[src/rtl/instr_fetch_responder_pkg.sv]
// rtl/instr_fetch_responder_pkg.sv - shared types and constants for the fetch responder
package instr_fetch_responder_pkg;

  // Fetch FSM encoding; FAULT is absorbing until reset.
  typedef enum logic [1:0] {
    ST_IDLE  = 2'd0,
    ST_REQ   = 2'd1,
    ST_FAULT = 2'd2
  } fetch_state_t;

  // Branch target source selected by the control unit.
  localparam logic PCSEL_REL = 1'b0;
  localparam logic PCSEL_ABS = 1'b1;

  // Width of the branch immediate carried in k[25:0].
  localparam int K_IMM_W = 26;

  // Instruction word and timeout counter widths.
  localparam int INSTR_W = 32;
  localparam int CNT_W   = 4;

endpackage

[src/rtl/instr_fetch_responder_if.sv]
// rtl/instr_fetch_responder_if.sv - instruction memory req/ack bus
interface instr_fetch_responder_if #(
  parameter int ADDR_W = 64
) ();

  logic              mem_req;
  logic [ADDR_W-1:0] mem_addr;
  logic              mem_ack;
  logic [31:0]       mem_rdata;

  // Responder side: issues requests, receives the instruction word.
  modport master (
    output mem_req,
    output mem_addr,
    input  mem_ack,
    input  mem_rdata
  );

  // Memory side: sees requests, returns ack and data.
  modport slave (
    input  mem_req,
    input  mem_addr,
    output mem_ack,
    output mem_rdata
  );

endinterface

[src/rtl/instr_fetch_responder_branch_target_calc.sv]
// rtl/instr_fetch_responder_branch_target_calc.sv - relative/absolute branch target mux and adder
module instr_fetch_responder_branch_target_calc
  import instr_fetch_responder_pkg::*;
#(
  parameter int ADDR_W = 64
) (
  input  logic [ADDR_W-1:0]  fetch_pc,
  input  logic [INSTR_W-1:0] k,
  input  logic [ADDR_W-1:0]  reg_in,
  input  logic               pc_sel,
  output logic [ADDR_W-1:0]  target
);

  logic [K_IMM_W-1:0] imm;
  logic [ADDR_W-1:0]  imm_ext;
  logic [ADDR_W-1:0]  rel_off;
  logic               unused_k_hi;

  // Upper k bits carry opcode fields that do not contribute to the target.
  assign unused_k_hi = ^k[INSTR_W-1:K_IMM_W];

  // Word offset: sign-extend the immediate, then scale by 4; the sum wraps naturally.
  always_comb begin
    imm     = k[K_IMM_W-1:0];
    imm_ext = {{(ADDR_W-K_IMM_W){imm[K_IMM_W-1]}}, imm};
    rel_off = {imm_ext[ADDR_W-3:0], 2'b00};
    target  = (pc_sel == PCSEL_ABS) ? reg_in : (fetch_pc + rel_off);
  end

endmodule

[src/rtl/instr_fetch_responder.sv]
// rtl/instr_fetch_responder.sv - fetch-side responder owning PC and IR for the control unit
module instr_fetch_responder
  import instr_fetch_responder_pkg::*;
#(
  parameter int                ADDR_W   = 64,
  parameter int                TIMEOUT  = 15,
  parameter logic [ADDR_W-1:0] RESET_PC = '0
) (
  input  logic                   clock,
  input  logic                   reset,
  input  logic                   fetch_req,
  input  logic                   pc_load,
  input  logic                   pc_sel,
  input  logic [INSTR_W-1:0]     k,
  input  logic [ADDR_W-1:0]      reg_in,
  instr_fetch_responder_if.master mem_bus,
  output logic [INSTR_W-1:0]     IR,
  output logic                   ir_valid,
  output logic [ADDR_W-1:0]      pc,
  output logic [ADDR_W-1:0]      fetch_pc,
  output logic                   busy,
  output logic                   fault
);

  // Last count value still allowed to wait for an ack.
  localparam logic [CNT_W-1:0] CNT_LAST = CNT_W'(TIMEOUT - 1);

  fetch_state_t state_q, state_n;

  logic [ADDR_W-1:0]  pc_q;
  logic [ADDR_W-1:0]  fetch_pc_q;
  logic [ADDR_W-1:0]  mem_addr_q;
  logic [INSTR_W-1:0] ir_q;
  logic [CNT_W-1:0]   cnt_q;
  logic               mem_req_q;
  logic               ir_valid_q;
  logic               fault_q;

  logic               do_load;
  logic               do_issue;
  logic               do_ack;
  logic               do_fault;
  logic               cnt_inc;
  logic [ADDR_W-1:0]  target;

  instr_fetch_responder_branch_target_calc #(
    .ADDR_W (ADDR_W)
  ) u_target (
    .fetch_pc (fetch_pc_q),
    .k        (k),
    .reg_in   (reg_in),
    .pc_sel   (pc_sel),
    .target   (target)
  );

  // State register; reset drops any outstanding request by returning to IDLE.
  always_ff @(posedge clock) begin
    if (reset) begin
      state_q <= ST_IDLE;
    end else begin
      state_q <= state_n;
    end
  end

  // Next-state and action decode; pc_load wins over fetch_req so fetches see the new PC.
  always_comb begin
    state_n  = state_q;
    do_load  = 1'b0;
    do_issue = 1'b0;
    do_ack   = 1'b0;
    do_fault = 1'b0;
    cnt_inc  = 1'b0;
    unique case (state_q)
      ST_IDLE: begin
        if (pc_load) begin
          do_load = 1'b1;
        end else if (fetch_req) begin
          if (pc_q[1:0] == 2'b00) begin
            do_issue = 1'b1;
            state_n  = ST_REQ;
          end else begin
            do_fault = 1'b1;
            state_n  = ST_FAULT;
          end
        end
      end
      ST_REQ: begin
        if (mem_bus.mem_ack) begin
          do_ack  = 1'b1;
          state_n = ST_IDLE;
        end else if (cnt_q == CNT_LAST) begin
          do_fault = 1'b1;
          state_n  = ST_FAULT;
        end else begin
          cnt_inc = 1'b1;
        end
      end
      ST_FAULT: begin
        state_n = ST_FAULT;
      end
      default: begin
        state_n = ST_IDLE;
      end
    endcase
  end

  // PC, IR, memory request and fault registers driven by the decoded actions.
  always_ff @(posedge clock) begin
    if (reset) begin
      pc_q       <= RESET_PC;
      fetch_pc_q <= '0;
      ir_q       <= '0;
      mem_req_q  <= 1'b0;
      mem_addr_q <= '0;
      ir_valid_q <= 1'b0;
      fault_q    <= 1'b0;
      cnt_q      <= '0;
    end else begin
      ir_valid_q <= do_ack;
      if (do_load) begin
        pc_q <= target;
      end
      if (do_issue) begin
        mem_addr_q <= pc_q;
        mem_req_q  <= 1'b1;
        cnt_q      <= '0;
      end
      if (cnt_inc) begin
        cnt_q <= cnt_q + CNT_W'(1);
      end
      if (do_ack) begin
        ir_q       <= mem_bus.mem_rdata;
        fetch_pc_q <= mem_addr_q;
        pc_q       <= mem_addr_q + ADDR_W'(4);
        mem_req_q  <= 1'b0;
      end
      if (do_fault) begin
        fault_q   <= 1'b1;
        mem_req_q <= 1'b0;
      end
    end
  end

  assign mem_bus.mem_req  = mem_req_q;
  assign mem_bus.mem_addr = mem_addr_q;
  assign IR               = ir_q;
  assign ir_valid         = ir_valid_q;
  assign pc               = pc_q;
  assign fetch_pc         = fetch_pc_q;
  assign fault            = fault_q;
  assign busy             = (state_q == ST_REQ);

endmodule

[src/flat_wrapper.sv]
// flat-port wrapper written by rule: the top's interface ports become plain ports
module instr_fetch_responder_flat import instr_fetch_responder_pkg::*;
#(
  parameter int                ADDR_W   = 64,
  parameter int                TIMEOUT  = 15,
  parameter logic [ADDR_W-1:0] RESET_PC = '0
)
  (clock, reset, fetch_req, pc_load, pc_sel, k, reg_in, IR, ir_valid, pc, fetch_pc, busy, fault, mem_bus_mem_req, mem_bus_mem_addr, mem_bus_mem_ack, mem_bus_mem_rdata);
  instr_fetch_responder_if #(.ADDR_W(ADDR_W)) mem_bus_i ();
  input  logic clock;
  input  logic reset;
  input  logic fetch_req;
  input  logic pc_load;
  input  logic pc_sel;
  input  logic [INSTR_W-1:0] k;
  input  logic [ADDR_W-1:0] reg_in;
  output logic [INSTR_W-1:0] IR;
  output logic ir_valid;
  output logic [ADDR_W-1:0] pc;
  output logic [ADDR_W-1:0] fetch_pc;
  output logic busy;
  output logic fault;
  output wire logic [$bits(mem_bus_i.mem_req)-1:0] mem_bus_mem_req;
  output wire logic [$bits(mem_bus_i.mem_addr)-1:0] mem_bus_mem_addr;
  input wire logic [$bits(mem_bus_i.mem_ack)-1:0] mem_bus_mem_ack;
  input wire logic [$bits(mem_bus_i.mem_rdata)-1:0] mem_bus_mem_rdata;
  assign mem_bus_mem_req = mem_bus_i.mem_req;
  assign mem_bus_mem_addr = mem_bus_i.mem_addr;
  assign mem_bus_i.mem_ack = mem_bus_mem_ack;
  assign mem_bus_i.mem_rdata = mem_bus_mem_rdata;
  instr_fetch_responder #(.ADDR_W(ADDR_W), .TIMEOUT(TIMEOUT), .RESET_PC(RESET_PC)) u_core (.clock(clock), .reset(reset), .fetch_req(fetch_req), .pc_load(pc_load), .pc_sel(pc_sel), .k(k), .reg_in(reg_in), .mem_bus(mem_bus_i), .IR(IR), .ir_valid(ir_valid), .pc(pc), .fetch_pc(fetch_pc), .busy(busy), .fault(fault));
endmodule
[config.mk]
export PLATFORM = sky130hd
export DESIGN_NAME = instr_fetch_responder_flat
export DESIGN_NICKNAME = d
export VERILOG_FILES = /design/src/rtl/instr_fetch_responder_pkg.sv /design/src/rtl/instr_fetch_responder_if.sv /design/src/rtl/instr_fetch_responder_branch_target_calc.sv /design/src/rtl/instr_fetch_responder.sv /design/src/flat_wrapper.sv
export SDC_FILE = /design/constraint.sdc
export NUM_CORES = 1
export LEC_CHECK = 0
export CAP_MARGIN = 5
export CORE_ASPECT_RATIO = 1.1
export CORE_MARGIN = 4
export CORE_UTILIZATION = 54
export CTS_CLUSTER_DIAMETER = 30
export DETAILED_ROUTE_END_ITERATION = 8
export PLACE_DENSITY = 0.95
export SETUP_SLACK_MARGIN = 0.3
export SLEW_MARGIN = 10
export SYNTH_ARGS = -nofsm -noshare
export SYNTH_HDL_FRONTEND = slang
export SYNTH_SLANG_ARGS = --single-unit
export TNS_END_PERCENT = 10
[constraint.sdc]
create_clock -name clock -period 10.65 [get_ports clock]
set_input_delay 2.13 -clock clock [delete_from_list [all_inputs] [get_ports clock]]
set_output_delay 2.13 -clock clock [all_outputs]
set_load 0.05 [all_outputs]
# Word level (Yosys, flattened, before mapping)
# Index checks and enable logic that the tools add are counted.
[word_totals] memories=0 romBits=0 ff_bits=233 latchBits=0 ram_bits=0 elab_cells=52
[classes] n_mul=0 addsub=3 n_bitwise=0 n_lt_le_gt_ge=0 n_eq_ne=6 div=0 reduce_logical=6 muxes=28 n_shift=0
[ops] cell="$mux W64" n=3
[ops] cell="$add A64 B3 Y64 const B" n=1
[ops] cell="$add A64 B64 Y64" n=1
[ops] cell="$mux W1" n=16
[ops] cell="$mux W2" n=5
[ops] cell="$mux W4" n=2
[ops] cell="$pmux W2 S3" n=1
[ops] cell="$add A4 B1 Y4 const B" n=1
[ops] cell="$eq A4 B4 Y1 const B" n=1
[ops] cell="$logic_not A2 Y1" n=2
[ops] cell="$ne A2 B2 Y1 const B" n=2
[ops] cell="$reduce_bool A2 Y1" n=2
[ops] cell="$ne A3 B1 Y1 const B" n=1
[ops] cell="$reduce_and A3 Y1" n=1
[ops] cell="$reduce_or A3 Y1" n=1
[ops] cell="$eq A2 B1 Y1 const B" n=1
[ops] cell="$eq A2 B2 Y1 const B" n=1
[ops] cell="$pmux W1 S2" n=1

# Longest topological paths before layout
[depth] ltp_word=7 ltp_mapped=12

# Cells and area by module
# Synthesis repeated with hierarchy kept, for this count alone.
[unflattened] cells_unflattened=1950 hier_area_um2=14327.5
[by_module_without_submodules] module="instr_fetch_responder" n_inst=1 cells_per_inst=1304 area_each_um2=10054.6
[by_module_without_submodules] module="instr_fetch_responder_branch_target_calc" n_inst=1 cells_per_inst=646 area_each_um2=4272.8

# Worst setup path before layout
# Ideal clock, no wire load.
[synth_timing] path_type="input to register" from="in k[0]" to="reg u_core.pc_q[58] (netlist: u_core.pc[58])" n_path_buf=0 setup_slack_ns=5.737 setup_ns=0.115 path_stages=12 arrival_ns=4.798 cell_sequence="ha_1 > fa_1 > a21o_1 > a221oi_1 > o221a_2 > a21oi_2 > o2111ai_1 > nand3_1 > a211oi_2 > o21ai_1 > xnor2_1 > a2111oi_0"
[synth_via] elab_chain_cells=4
[synth_rtl] item="start: declaration" line="flat_wrapper.sv:15" source="input logic [INSTR_W-1:0] k;"
[synth_rtl] item="$add A64 B64 Y64" line="instr_fetch_responder_branch_target_calc.sv:27" source="target = (pc_sel == PCSEL_ABS) ? reg_in : (fetch_pc + rel_off);"
[synth_rtl] item="$mux W64" line="instr_fetch_responder_branch_target_calc.sv:27"
[synth_rtl] item="$mux W64" line="instr_fetch_responder.sv:120" source="if (do_load) begin"
[synth_rtl] item="$mux W64" line="instr_fetch_responder.sv:131" source="if (do_ack) begin"
[synth_rtl] item="end signal: assignment" line="instr_fetch_responder.sv:121" source="pc_q <= target;"
[synth_rtl] item="end signal: assignment" line="instr_fetch_responder.sv:134" source="pc_q <= mem_addr_q + ADDR_W'(4);"
[synth_rtl] item="end: declaration" line="instr_fetch_responder.sv:30" source="logic [ADDR_W-1:0] pc_q;"
# Every way passes these cells. The select of a mux whose other input is x is not followed.
# A chain may end at the register's enable or synchronous reset.

# Worst setup path in the final report
# Same ends and word-level chain as after synthesis.

==> results.py <==
metrics = {
    "outcome": {
        "status": "complete, no violations",
    },
    "logic_synthesis": {
        "syn-cell-area_um2": 13700,
        "synth_warnings": 0,
        "yosysUniqueCellTypes": 83,
        "synth_ff_type": "dfxtp_1",
        "yosysSeqAreaShare_pct": 34.0,
        "synthArstFlopShare_pct": 0,
        "synth_edf_count": 0,
        "ys_ff_latch": 233,
        "syn_nets": 2022,
        "synth_cells": 1823,
        "postSynthAreaPerCell_um2": 7.52,
    },
    "setup_path": {
        "r2r_start": "u_core.fetch_pc[2]",
        "crit_chain": "clkdlybuf4s50_1 > ha_1 > fa_1 > a21o_1 > a221oi_1 > o221a_2 > a21oi_2 > o2111ai_1 > nand3_1 > a211oi_2 > o21ai_1 > xnor2_1 > a2111oi_0",
        "rrSetupSlack_ns": 6.76,
        "end_kind": "flop",
        "reg2regPathDepth": 12,
        "crit_buf_inv": 1,
        "crit_type": "in2reg",
        "rr_endpoint": "u_core.pc[58]",
        "crit_path_start_kind": "primary input",
        "cp_slowest_cell": "a221oi_1",
        "path_max_fanout": 4,
        "cpPeakStageDelay_ns": 0.55,
        "critPathTopFamily": "compound AO/OA/AOI/OAI gates",
        "worstPathArrival_ns": 5.98,
        "required_ns": 11.05,
    },
    "sta": {
        "finalMaxSlewViolations": 0,
        "fmax_mhz": 179,
        "setup_viol": 0,
        "worst_pin_slew_ns": 1.22,
        "finalSetupTns_ns": 0,
        "finalCriticalPeriod_ns": 5.58,
        "slew-limit-headroom_pct": 18.1,
        "hold_viol": 0,
        "rsz0062_at_grt": "false",
        "period_share_pct": 52.4,
        "skew_ns": 0.0196,
    },
    "global_route": {
        "grt_usage_pct": 36.8,
        "grt_max_degree": 95,
        "grt_pass1_vias": 15535,
        "overflow": 0,
        "antenna_found_initial": 2,
        "grt_pass1_wl_um": 83900,
    },
    "min_path": {
        "worstHoldPathCells": 2,
        "holdCritStartpoint": "u_core.IR[1]",
        "hold_class": "reg2reg",
        "worstHoldEndpoint": "u_core.IR[1]",
    },
    "clock_network": {
        "path_clk_slew_ns": 0.05,
        "cts_resized": 0,
        "post_cts_buffers": 0,
        "cts_tree": "yes",
        "cts_sinks": 233,
        "clockBufferDepth": 3,
        "cts_max_level": 2,
        "clkLatencyLatePin_ns": 0.56,
        "cts_made_buffers": 47,
        "hold_buffers": 0,
        "cts_root_buf": "clkbuf_16",
    },
    "flow_run": {
        "max_cap_violations": 0,
    },
    "layout": {
        "syn2layout_area_growth_pct": 38.2,
        "fin_nets": 2330,
        "drive_gt1_share_pct": 7.10,
        "diodes": 0,
        "final_util_pct": 76.7,
        "final_area_um2": 18900,
    },
    "pwr": {
        "p_seq_share_pct": 32.3,
        "power.internal_mw": 2.05,
        "combinationalPowerShare_pct": 16.2,
        "power.switching_mw": 0.892,
        "switching_share_pct": 30.3,
        "p_clk_share_pct": 51.5,
        "vdd_ir_drop_max_v": 0.000128,
        "power_density_nw_per_um2": 155,
        "p_leak_nw": 7.06,
    },
    "floorplanning": {
        "fp.dieH_um": 175,
        "die_w_um": 160,
        "core_area_um2": 24700,
        "rows": 60,
        "start_util_pct": 55.5,
        "io_pins": 362,
        "die-area_um2": 28000,
    },
    "drt": {
        "vias_per_cell": 6.36,
        "drc": 0,
        "firstDrtPassIters": 8,
        "antenna_left": 0,
        "dr_total_vias": 15777,
        "wl_per_cell_um": 22.0,
        "drt-initial-drc-count": 1592,
        "drt_wl_total_um": 54600,
    },
    "placed_design": {
        "io_buffer_count": 355,
        "placed_cell_area_um2": 17300,
        "dpl.hpwl_um": 37900,
        "gp_congestion": 1.00,
    },
}
==> synthesized netlist by cell type, types with 4 or more instances <==
cell type  number  share of area, %
inv_1          24              0.66
dfxtp_1       233                34
a221oi_1        5              0.32
a21o_1         33               1.8
a21oi_1       270               9.9
nand2b_1        5              0.23
and2_1          6              0.27
a2111oi_0       7              0.45
o21bai_1       11              0.60
or3_1           5              0.23
nand2_1       456                12
nor3b_1         6              0.33
nor2b_1         7              0.32
clkbuf_8        6              0.60
o21ai_2         4              0.26
o221ai_1        4              0.26
clkbuf_1       94               2.6
o22ai_1        13              0.59
o21a_1          5              0.27
and4_1         10              0.64
nor2_1         92               2.5
xor2_1         50               3.2
o21ai_1         4              0.15
buf_1           9              0.25
ha_1           64               5.8
a22oi_1         7              0.38
a22o_1          5              0.32
a31oi_1        13              0.59
mux2i_1         7              0.51
o211ai_1       35               1.9
a311oi_1        5              0.32
o21ai_0        65               2.4
nor4_1          8              0.37
and3_2          4              0.22
a211oi_2        4              0.37
and3_1         17              0.78
a211oi_1       13              0.71
nand3_1        38               1.4
nor3_1         14              0.51
xnor2_1        58               3.7
nand4_1        37               1.7
==> power groups by stage <==
| stage | Clock [mW] | Combinational [mW] | Sequential (mW) |
|---|---|---|---|
| finish | 1.52 | 0.477 | 0.949 |
| global route | 1.56 | 0.499 | 0.951 |
| CTS | 1.52 | 0.470 | 0.947 |
| detailed placement | 0 | 0.465 | 0.963 |
| global placement | 0 | 0.457 | 0.961 |
| floorplan | 0 | 0.169 | 1.07 |
==> cell families after synthesis <==
family | synth area share [%]
muxes | 0.758
and+or+nand+nor | 23.1
AOI/OAI and AO/OA | 24.9
xor gates and xnor gates | 6.90
buffers and inverters | 4.28
DFF | 34.0
adders and majority gates | 5.99
==> cell type report <==
class,instances,area [um2]
multi-input combinational,1453,8480
fill,1654,5760
sequential,233,4660
timing repair buffer,371,3670
clock buffer,58,1290
tap,310,388
clock inverter,30,358
inverter,25,93.8
==> flip-flops by register name, summed over array words and instances, names as in the netlist <==
name / cells
u_core.fetch_pc: 64
u_core.mem_bus.mem_addr: 64
u_core.pc: 64
u_core.IR: 32
u_core.cnt_q: 4
u_core.state_q: 2
u_core.fault: 1
u_core.ir_valid: 1
u_core.mem_bus.mem_req: 1
==> layer usage <==
layer	global-route usage, %	vias to the layer above	share of wire (%)
li1	-	7068	-
met5	0	-	0.057
met1	42.5	7365	36
met3	9.88	263	11
met4	21.2	4	6.3
met2	61.6	1077	47
==> worst max path at each step <==
stage / startpoint / end / slack [ns] / cells after the start
3_3_place_gp: k[0] / u_core.pc[58] / 4.78 / 13
2_1_floorplan: k[0] / u_core.pc[58] / 5.74 / 12
6_report: k[0] / u_core.pc[58] / 5.07 / 13
4_1_cts: k[0] / u_core.pc[58] / 5.21 / 13
5_1_grt: k[0] / u_core.pc[58] / 4.98 / 13
3_5_place_dp: k[0] / u_core.pc[58] / 4.70 / 13
==> stage by stage <==
step	power (mW)	setup WS, ns	instances	hold slack (ns)
2_1_floorplan	1.24	5.74	1823	0.452
3_3_place_gp	1.42	4.78	2392	0.433
3_5_place_dp	1.43	4.70	2392	0.446
4_1_cts	2.93	5.21	2480	0.454
5_1_grt	3.01	4.98	2480	0.484
6_report	2.94	5.07	2480	0.452
==> worst reg2reg max path, stage by stage, from the launching register on <==
cell       delay, ns
dfxtp_1         0.32
ha_1            0.22
fa_1            0.43
a21o_1          0.22
a221oi_1        0.55
o221a_2         0.36
a21oi_2         0.12
o2111ai_1       0.21
nand3_1         0.19
a211oi_2        0.37
o21ai_1         0.12
xnor2_1         0.15
a2111oi_0       0.48
==> cell usage in the layout, fill, tap and decap left out, drive strengths merged, types with 13 or more instances in the layout <==
| cell type | netlist | final |
|---|---|---|
| nand2 | 458 | 458 |
| dfxtp | 233 | 233 |
| a21o | 36 | 36 |
| xnor2 | 58 | 58 |
| clkdlybuf4s50 | 0 | 353 |
| and3 | 21 | 21 |
| nor2 | 92 | 92 |
| buf | 11 | 18 |
| a211oi | 17 | 17 |
| nand4 | 37 | 37 |
| a31oi | 13 | 13 |
| inv | 24 | 33 |
| o22ai | 13 | 13 |
| a21oi | 272 | 272 |
| o211ai | 35 | 35 |
| nand3 | 39 | 39 |
| ha | 64 | 64 |
| xor2 | 50 | 50 |
| clkbuf | 101 | 58 |
| o21ai | 74 | 74 |
| clkinv | 1 | 14 |
| nor3 | 17 | 17 |
(Power assumes the default switching activity.)
